--- src/rtl/cpu_ctrl_pkg.sv ---
`default_nettype none
// ============================================================================
// Module   : cpu_ctrl_pkg
// Brief    : Opcodes, ALU codes, FSM states and output bundle for control_sequencer
// Revision : 1.0 - initial release
// ============================================================================
package cpu_ctrl_pkg;

    localparam int unsigned c_OP_LD   = 0;
    localparam int unsigned c_OP_LDI  = 1;
    localparam int unsigned c_OP_ST   = 2;
    localparam int unsigned c_OP_ADD  = 3;
    localparam int unsigned c_OP_SUB  = 4;
    localparam int unsigned c_OP_AND  = 5;
    localparam int unsigned c_OP_OR   = 6;
    localparam int unsigned c_OP_ADDI = 12;
    localparam int unsigned c_OP_ANDI = 13;
    localparam int unsigned c_OP_ORI  = 14;
    localparam int unsigned c_OP_NOP  = 26;
    localparam int unsigned c_OP_HALT = 27;

    localparam logic [5:0] c_ALU_ADD = 6'b000100;
    localparam logic [5:0] c_ALU_SUB = 6'b000101;
    localparam logic [5:0] c_ALU_AND = 6'b001010;
    localparam logic [5:0] c_ALU_OR  = 6'b001011;

    typedef enum logic [3:0] {
        S_IDLE  = 4'd0,
        S_F0    = 4'd1,
        S_F1    = 4'd2,
        S_F2    = 4'd3,
        S_DEC   = 4'd4,
        S_E3    = 4'd5,
        S_E4    = 4'd6,
        S_WAITA = 4'd7,
        S_E5    = 4'd8,
        S_E6    = 4'd9,
        S_E7    = 4'd10,
        S_HALT  = 4'd11,
        S_FAULT = 4'd12
    } state_e;

    typedef enum logic [2:0] {
        CLS_LD   = 3'd0,
        CLS_LDI  = 3'd1,
        CLS_ST   = 3'd2,
        CLS_ALUR = 3'd3,
        CLS_ALUI = 3'd4,
        CLS_NOP  = 3'd5,
        CLS_HALT = 3'd6,
        CLS_ILL  = 3'd7
    } instr_cls_e;

    typedef struct packed {
        logic PCout;  logic IRout;  logic MDRout; logic RZLOout; logic RZHIout;
        logic RHIout; logic RLOout; logic Immout; logic BAout;   logic Rout;
        logic PCin;   logic IRin;   logic MARin;  logic MDRin;   logic RYin;
        logic RZin;   logic RHIin;  logic RLOin;  logic Rin;
        logic Gra;    logic Grb;    logic Grc;
        logic IncPC;  logic Read;   logic Write;  logic start;
        logic halted; logic fault;
    } ctrl_out_t;

endpackage
`default_nettype wire

--- src/rtl/ctrl_decode.sv ---
`default_nettype none
// ============================================================================
// Module   : ctrl_decode
// Brief    : Combinational opcode -> instruction class and ALU operation map
// Revision : 1.0 - initial release
// ============================================================================
module ctrl_decode
    import cpu_ctrl_pkg::*;
#(
    parameter int OPW  = 5,
    parameter int ALUW = 6
) (
    input  logic [OPW-1:0]  opcode,
    output instr_cls_e      cls,
    output logic [ALUW-1:0] alu_op
);

    // Memory classes use ADD for base + offset address formation
    always_comb begin
        cls    = CLS_ILL;
        alu_op = ALUW'(c_ALU_ADD);
        case (opcode)
            OPW'(c_OP_LD):   cls = CLS_LD;
            OPW'(c_OP_LDI):  cls = CLS_LDI;
            OPW'(c_OP_ST):   cls = CLS_ST;
            OPW'(c_OP_ADD):  cls = CLS_ALUR;
            OPW'(c_OP_SUB):  begin cls = CLS_ALUR; alu_op = ALUW'(c_ALU_SUB); end
            OPW'(c_OP_AND):  begin cls = CLS_ALUR; alu_op = ALUW'(c_ALU_AND); end
            OPW'(c_OP_OR):   begin cls = CLS_ALUR; alu_op = ALUW'(c_ALU_OR);  end
            OPW'(c_OP_ADDI): cls = CLS_ALUI;
            OPW'(c_OP_ANDI): begin cls = CLS_ALUI; alu_op = ALUW'(c_ALU_AND); end
            OPW'(c_OP_ORI):  begin cls = CLS_ALUI; alu_op = ALUW'(c_ALU_OR);  end
            OPW'(c_OP_NOP):  cls = CLS_NOP;
            OPW'(c_OP_HALT): cls = CLS_HALT;
            default:         cls = CLS_ILL;
        endcase
    end

endmodule
`default_nettype wire

--- src/rtl/control_sequencer.sv ---
`default_nettype none
// ============================================================================
// Module   : control_sequencer
// Brief    : Hardwired fetch/decode/execute sequencer driving the DataPath strobes.
//            Define CTRL_TIMEOUT_EN to add a handshake watchdog (TMO_CYCLES).
// Revision : 1.0 - initial release
// ============================================================================
module control_sequencer
    import cpu_ctrl_pkg::*;
#(
    parameter int OPW        = 5,
    parameter int ALUW       = 6,
    parameter int TMO_CYCLES = 64
) (
    input  logic            Clock,
    input  logic            clear,
    input  logic            run,
    input  logic [31:0]     IR,
    input  logic            finished,
    input  logic            memFinished,
    output logic            PCout,
    output logic            IRout,
    output logic            MDRout,
    output logic            RZLOout,
    output logic            RZHIout,
    output logic            RHIout,
    output logic            RLOout,
    output logic            Immout,
    output logic            BAout,
    output logic            Rout,
    output logic            PCin,
    output logic            IRin,
    output logic            MARin,
    output logic            MDRin,
    output logic            RYin,
    output logic            RZin,
    output logic            RHIin,
    output logic            RLOin,
    output logic            Rin,
    output logic            Gra,
    output logic            Grb,
    output logic            Grc,
    output logic            IncPC,
    output logic            Read,
    output logic            Write,
    output logic            start,
    output logic [ALUW-1:0] opSelect,
    output logic            halted,
    output logic            fault
);

    state_e          r_state, w_nxt, w_nxt_base, w_done;
    instr_cls_e      r_cls, w_dec_cls, w_cls;
    logic [ALUW-1:0] r_alu, w_dec_alu, r_op, w_op;
    logic            r_fin_early;
    ctrl_out_t       r_out, w_out;
    logic            w_unused_ir;

    ctrl_decode #(.OPW(OPW), .ALUW(ALUW)) u_decode (
        .opcode (IR[31 -: OPW]),
        .cls    (w_dec_cls),
        .alu_op (w_dec_alu)
    );

    assign w_unused_ir = ^IR[31-OPW:0];
    assign w_done      = run ? S_F0 : S_IDLE;
    // Class is latched in DEC; the DEC->E3 transition must see it early
    assign w_cls       = (r_state == S_DEC) ? w_dec_cls : r_cls;

    always_comb begin
        w_nxt_base = r_state;
        case (r_state)
            S_IDLE:  if (run) w_nxt_base = S_F0;
            S_F0:    w_nxt_base = S_F1;
            S_F1:    if (memFinished) w_nxt_base = S_F2;
            S_F2:    w_nxt_base = S_DEC;
            S_DEC: begin
                case (w_dec_cls)
                    CLS_NOP:  w_nxt_base = w_done;
                    CLS_HALT: w_nxt_base = S_HALT;
                    CLS_ILL:  w_nxt_base = S_FAULT;
                    default:  w_nxt_base = S_E3;
                endcase
            end
            S_E3:    w_nxt_base = S_E4;
            S_E4:    w_nxt_base = S_WAITA;
            S_WAITA: if (finished || r_fin_early) w_nxt_base = S_E5;
            S_E5:    w_nxt_base = (r_cls == CLS_LD || r_cls == CLS_ST) ? S_E6 : w_done;
            S_E6:    if (r_cls != CLS_LD || memFinished) w_nxt_base = S_E7;
            S_E7:    if (r_cls != CLS_ST || memFinished) w_nxt_base = w_done;
            S_HALT, S_FAULT: w_nxt_base = r_state;
            default: w_nxt_base = S_IDLE;
        endcase
    end

`ifdef CTRL_TIMEOUT_EN
    localparam int c_CNT_W = $clog2(TMO_CYCLES) + 1;

    logic [c_CNT_W-1:0] r_tmo;
    logic               w_in_wait, w_hs;

    always_comb begin
        w_in_wait = 1'b0;
        w_hs      = 1'b0;
        case (r_state)
            S_F1:    begin w_in_wait = 1'b1; w_hs = memFinished; end
            S_WAITA: begin w_in_wait = 1'b1; w_hs = finished || r_fin_early; end
            S_E6:    begin w_in_wait = (r_cls == CLS_LD); w_hs = memFinished; end
            S_E7:    begin w_in_wait = (r_cls == CLS_ST); w_hs = memFinished; end
            default: ;
        endcase
    end

    always_ff @(posedge Clock or negedge clear) begin
        if (!clear)                 r_tmo <= '0;
        else if (w_nxt != r_state)  r_tmo <= '0;
        else if (w_in_wait)         r_tmo <= r_tmo + c_CNT_W'(1);
    end

    assign w_nxt = (w_in_wait && !w_hs && r_tmo == c_CNT_W'(TMO_CYCLES - 1)) ? S_FAULT : w_nxt_base;
`else
    localparam int c_UNUSED_TMO = TMO_CYCLES;
    assign w_nxt = w_nxt_base;
`endif

    // BAout is the register-file read with R0 forced to zero; it replaces Rout as the base source
    always_comb begin
        w_out = '0;
        w_op  = '0;
        case (w_nxt)
            S_F0:    begin w_out.PCout = 1'b1; w_out.MARin = 1'b1; w_out.IncPC = 1'b1; end
            S_F1:    begin w_out.Read = 1'b1; w_out.MDRin = 1'b1; end
            S_F2:    begin w_out.MDRout = 1'b1; w_out.IRin = 1'b1; end
            S_E3: begin
                w_out.Grb  = 1'b1;
                w_out.RYin = 1'b1;
                if (w_cls == CLS_ALUR || w_cls == CLS_ALUI) w_out.Rout  = 1'b1;
                else                                        w_out.BAout = 1'b1;
            end
            S_E4: begin
                w_out.RZin  = 1'b1;
                w_out.start = 1'b1;
                w_op        = r_alu;
                if (w_cls == CLS_ALUR) begin w_out.Grc = 1'b1; w_out.Rout = 1'b1; end
                else                         w_out.Immout = 1'b1;
            end
            S_WAITA: begin w_out.RZin = 1'b1; w_op = r_alu; end
            S_E5: begin
                w_out.RZLOout = 1'b1;
                if (w_cls == CLS_LD || w_cls == CLS_ST) w_out.MARin = 1'b1;
                else begin w_out.Gra = 1'b1; w_out.Rin = 1'b1; end
            end
            S_E6: begin
                w_out.MDRin = 1'b1;
                if (w_cls == CLS_LD) w_out.Read = 1'b1;
                else begin w_out.Gra = 1'b1; w_out.Rout = 1'b1; end
            end
            S_E7: begin
                if (w_cls == CLS_LD) begin
                    w_out.MDRout = 1'b1; w_out.Gra = 1'b1; w_out.Rin = 1'b1;
                end else begin
                    w_out.Write = 1'b1;
                end
            end
            S_HALT:  w_out.halted = 1'b1;
            S_FAULT: w_out.fault  = 1'b1;
            default: ;
        endcase
    end

    always_ff @(posedge Clock or negedge clear) begin
        if (!clear) begin
            r_state     <= S_IDLE;
            r_cls       <= CLS_NOP;
            r_alu       <= '0;
            r_fin_early <= 1'b0;
            r_out       <= '0;
            r_op        <= '0;
        end else begin
            r_state     <= w_nxt;
            r_out       <= w_out;
            r_op        <= w_op;
            r_fin_early <= (r_state == S_E4) && finished;
            if (r_state == S_DEC) begin
                r_cls <= w_dec_cls;
                r_alu <= w_dec_alu;
            end
        end
    end

    assign PCout    = r_out.PCout;
    assign IRout    = r_out.IRout;
    assign MDRout   = r_out.MDRout;
    assign RZLOout  = r_out.RZLOout;
    assign RZHIout  = r_out.RZHIout;
    assign RHIout   = r_out.RHIout;
    assign RLOout   = r_out.RLOout;
    assign Immout   = r_out.Immout;
    assign BAout    = r_out.BAout;
    assign Rout     = r_out.Rout;
    assign PCin     = r_out.PCin;
    assign IRin     = r_out.IRin;
    assign MARin    = r_out.MARin;
    assign MDRin    = r_out.MDRin;
    assign RYin     = r_out.RYin;
    assign RZin     = r_out.RZin;
    assign RHIin    = r_out.RHIin;
    assign RLOin    = r_out.RLOin;
    assign Rin      = r_out.Rin;
    assign Gra      = r_out.Gra;
    assign Grb      = r_out.Grb;
    assign Grc      = r_out.Grc;
    assign IncPC    = r_out.IncPC;
    assign Read     = r_out.Read;
    assign Write    = r_out.Write;
    assign start    = r_out.start;
    assign halted   = r_out.halted;
    assign fault    = r_out.fault;
    assign opSelect = r_op;

endmodule
`default_nettype wire
--- config.mk ---
export PLATFORM = sky130hd
export DESIGN_NAME = control_sequencer
export DESIGN_NICKNAME = d
export VERILOG_FILES = /design/src/rtl/cpu_ctrl_pkg.sv /design/src/rtl/ctrl_decode.sv /design/src/rtl/control_sequencer.sv
export SDC_FILE = /design/constraint.sdc
export NUM_CORES = 1
export LEC_CHECK = 0
export ABC_AREA = 0
export BUFFER_PORTS_ARGS = -buffer_cell sky130_fd_sc_hd__clkbuf_2
export CAP_MARGIN = 20
export CORE_ASPECT_RATIO = 1.75
export CORE_MARGIN = 3
export CORE_UTILIZATION = 52
export CTS_CLUSTER_DIAMETER = 50
export DETAILED_ROUTE_END_ITERATION = 8
export GPL_TIMING_DRIVEN = 0
export PLACE_DENSITY = 0.84
export SETUP_SLACK_MARGIN = 0.4
export SYNTH_ARGS = -nofsm -noshare
export SYNTH_HDL_FRONTEND = slang
export SYNTH_SLANG_ARGS = --single-unit
--- constraint.sdc ---
create_clock -name Clock -period 2.9 [get_ports Clock]
set_input_delay 0.145 -clock Clock [delete_from_list [all_inputs] [get_ports Clock]]
set_output_delay 0.145 -clock Clock [all_outputs]
set_load 0.02 [all_outputs]
==> flow_summary.toml <==
[setup_path]
r2r_cells = 7
critical_path_class = "reg -> reg"
cp_slowest_stage_delay_ns = 0.54
critical_path.max_fanout = 10
timing.rr.start = "r_state[1]"
r2r_slack_ns = 0.64
cp.required_ns = 3.07
cp_slowest_cell = "nor4b_4"
timing.rr.end = "Gra"
path_cells = "buf_2 -> nor4b_4 -> o211ai_1 -> nor3b_2 -> buf_4 -> or3_1 -> o311ai_1"
crit_arrival_ns = 2.44
start_kind = "register"
end_kind = "register"

[sta]
rsz0062_at_grt = "false"
tns_ns = 0
finClkSkew_ns = 0.00286
max_slew_margin_pct = 50.0
finalSetupViolCount = 0
drv_slew = 0
period_needed_ns = 2.26
min_period_over_period_pct = 78.1
tightest_slew_ns = 0.750
finalHoldViolCount = 0
max_freq_ghz = 0.442

[routing]
dr.pass1.iters = 5
drtIter0Drc = 31
wire_per_inst_um = 14.0
wirelength_mm = 3.73
vias = 1479
vias_per_cell = 5.54
postRouteAntennaNets = 0
drc_errors = 0

[floorplanning]
die_y_um = 83.5
die_w_um = 50.3
dieArea_um2 = 4200
ios = 71
core-area_um2 = 3210
rows = 27
start_util_pct = 55.7

[hold_path]
hold_class = "in -> reg"
hold_path_depth = 2
holdCritStartpoint = "finished"
min_to = "r_fin_early"

[cells_and_area]
layout-drive-gt1-share_pct = 33.0
antenna_cells = 0
layoutNonFillerInstCount = 267
final_nets = 260
area_delta_synth_final_pct = 20.6
final_cell_mix = "dfrtp_1, clkbuf_2, nand2_1, buf_4, nor2_1"
nFillCells = 273

[place]
place_congestion = 0.966
dp_hpwl_mm = 2.84
port_buffers = 30
placed_cells = 257

[synthesis]
synth-compound-area-share_pct = 15.2
ys.flop_type = "dfrtp_1"
yosysTopAreaCellShare_pct = 43.4
synth_top_area_cell = "dfrtp_1"
async_reset_ff_share_pct = 100
syn_area_per_cell_um2 = 10.2
yosysSeqAreaShare_pct = 46.4
muxShareOfSynthArea_pct = 0
syn_inst = 176
synth-seq-cells = 33
synthSimpleGateAreaFrac_pct = 26.3
synth_fa_ha_area_share_pct = 0
ys_types = 60
synth_area_um2 = 1790
synth_area_leaders = "dfrtp_1, buf_4, nand2_1, dfstp_2, nor4bb_1"
synth_top_family_by_area = "simple AND/OR/NAND/NOR gates"
synth-xor-area-share_pct = 1.47
ys_warn_count = 0
synth_edf_count = 0

[grt]
grt_overflow = 0
antenna_found_initial = 0
grt_pass1_wl_mm = 6.23
groute.usage.overall_pct = 19.3
grt_max_degree = 34
grt_pass1_vias = 1430

[cts]
cts-root-buf = "clkbuf_8"
clockBufferDepth = 2
cts_buffers = 5
post_cts_resized = 0
cts.sinks = 33
clkSlewWorstSetupHoldPaths_ns = 0.07
tritoncts = "done"
htreeDepth = 2
clk_latency_ns = 0.28

[power]
irDropWorstVdd_mv = 0.459
power_density_nw_per_um2 = 1040
p_leak_nw = 1.07

[flow_run]
drv_cap = 0

[status]
status = "finished, final reports clean"
-- cell usage after synthesis, drive strengths merged (2+ instances only) --
master	instances
nor3	7
buf	21
o22ai	2
xor2	2
nand3	4
nor4	5
dfstp	2
o211ai	4
o32ai	2
dfrtp	31
a21oi	2
nand4b	2
nand2b	3
inv	10
nor2	10
and2	6
nor3b	2
nand2	15
o21ai	3
o31ai	3
a31oi	2
nor4b	3
nor4bb	4
or3	3
o21bai	2
or3b	2
a31o	2
-- critical path: cells and delay by family, from the launching register on --
family          cells  cell delay, ns
compound gates      2            0.24
buf+inv             2            0.36
flops               1            0.42
simple gates        3            1.13
-- kinds of logic (layout without fill, tap and decap cells) --
kind of cell,Yosys count,count (layout)
AOI/OAI and AO/OA,34,34
xor gates and xnor gates,3,3
buffers and inverters,32,72
DFF,33,33
other,1,9
and+or+nand+nor,73,73
-- metrics by stage --
step	utilization, %	instance area (µm²)	hold slack, ns	power [mW]	setup WS, ns
5_1_grt	67.1	2150	0.123	2.41	0.468
3_5_place_dp	63.0	2020	0.247	1.79	0.614
6_report	67.1	2150	0.120	2.25	0.635
2_1_floorplan	-	1820	-0.151	1.52	0.958
4_1_cts	66.9	2150	0.119	2.23	0.591
3_3_place_gp	63.0	2020	0.234	1.76	0.660
-- routing by layer --
metal  wire length (µm)  GRT usage, %  up-vias
li1                   -             -      710
met1               1390          20.0      693
met2               1970          32.9       62
met3                197          3.94       14
met4                172          14.5        0
met5                  0             0        -
-- registers in the layout, indices dropped and copies added (netlist names), 3 cells and up --
name      flops
opSelect      3
r_alu         3
r_state       4
r_cls         3
-- power by group --
part	switching, mW	total (mW)	internal (mW)
clock	0.162	0.442	0.280
sequential	0.102	0.715	0.613
combinational	0.679	1.09	0.413
total	0.943	2.25	1.31
-- worst max-delay path by stage --
stage                     from    to  slack [ns]  cells after the start
floorplan           r_state[0]  Rout        0.96                      7
global placement    r_state[0]   Gra        0.66                      7
detailed placement  r_state[0]   Gra        0.61                      7
CTS                 r_state[0]   Gra        0.59                      7
global route        r_state[0]   Gra        0.47                      7
finish              r_state[1]   Gra        0.64                      7
-- cell type report --
type                       count  area, µm²  area share, %
inverter                      10       37.5           1.74
clock inverter                 1       30.0           1.39
timing repair buffer          32        168           7.78
buffer                        22        149           6.91
sequential                    33        828           38.4
tap                           43       53.8           2.50
clock buffer                   7       86.3           4.01
multi-input combinational    119        802           37.2
-- repair_timing --
action / in CTS / in global routing
hold buffers: 1 / 0
setup buffers: 0 / 1
endpoints found under the hold margin: 31 / 0
setup endpoints to repair: 0 / 1
Power figures use the tool's default switching activity.
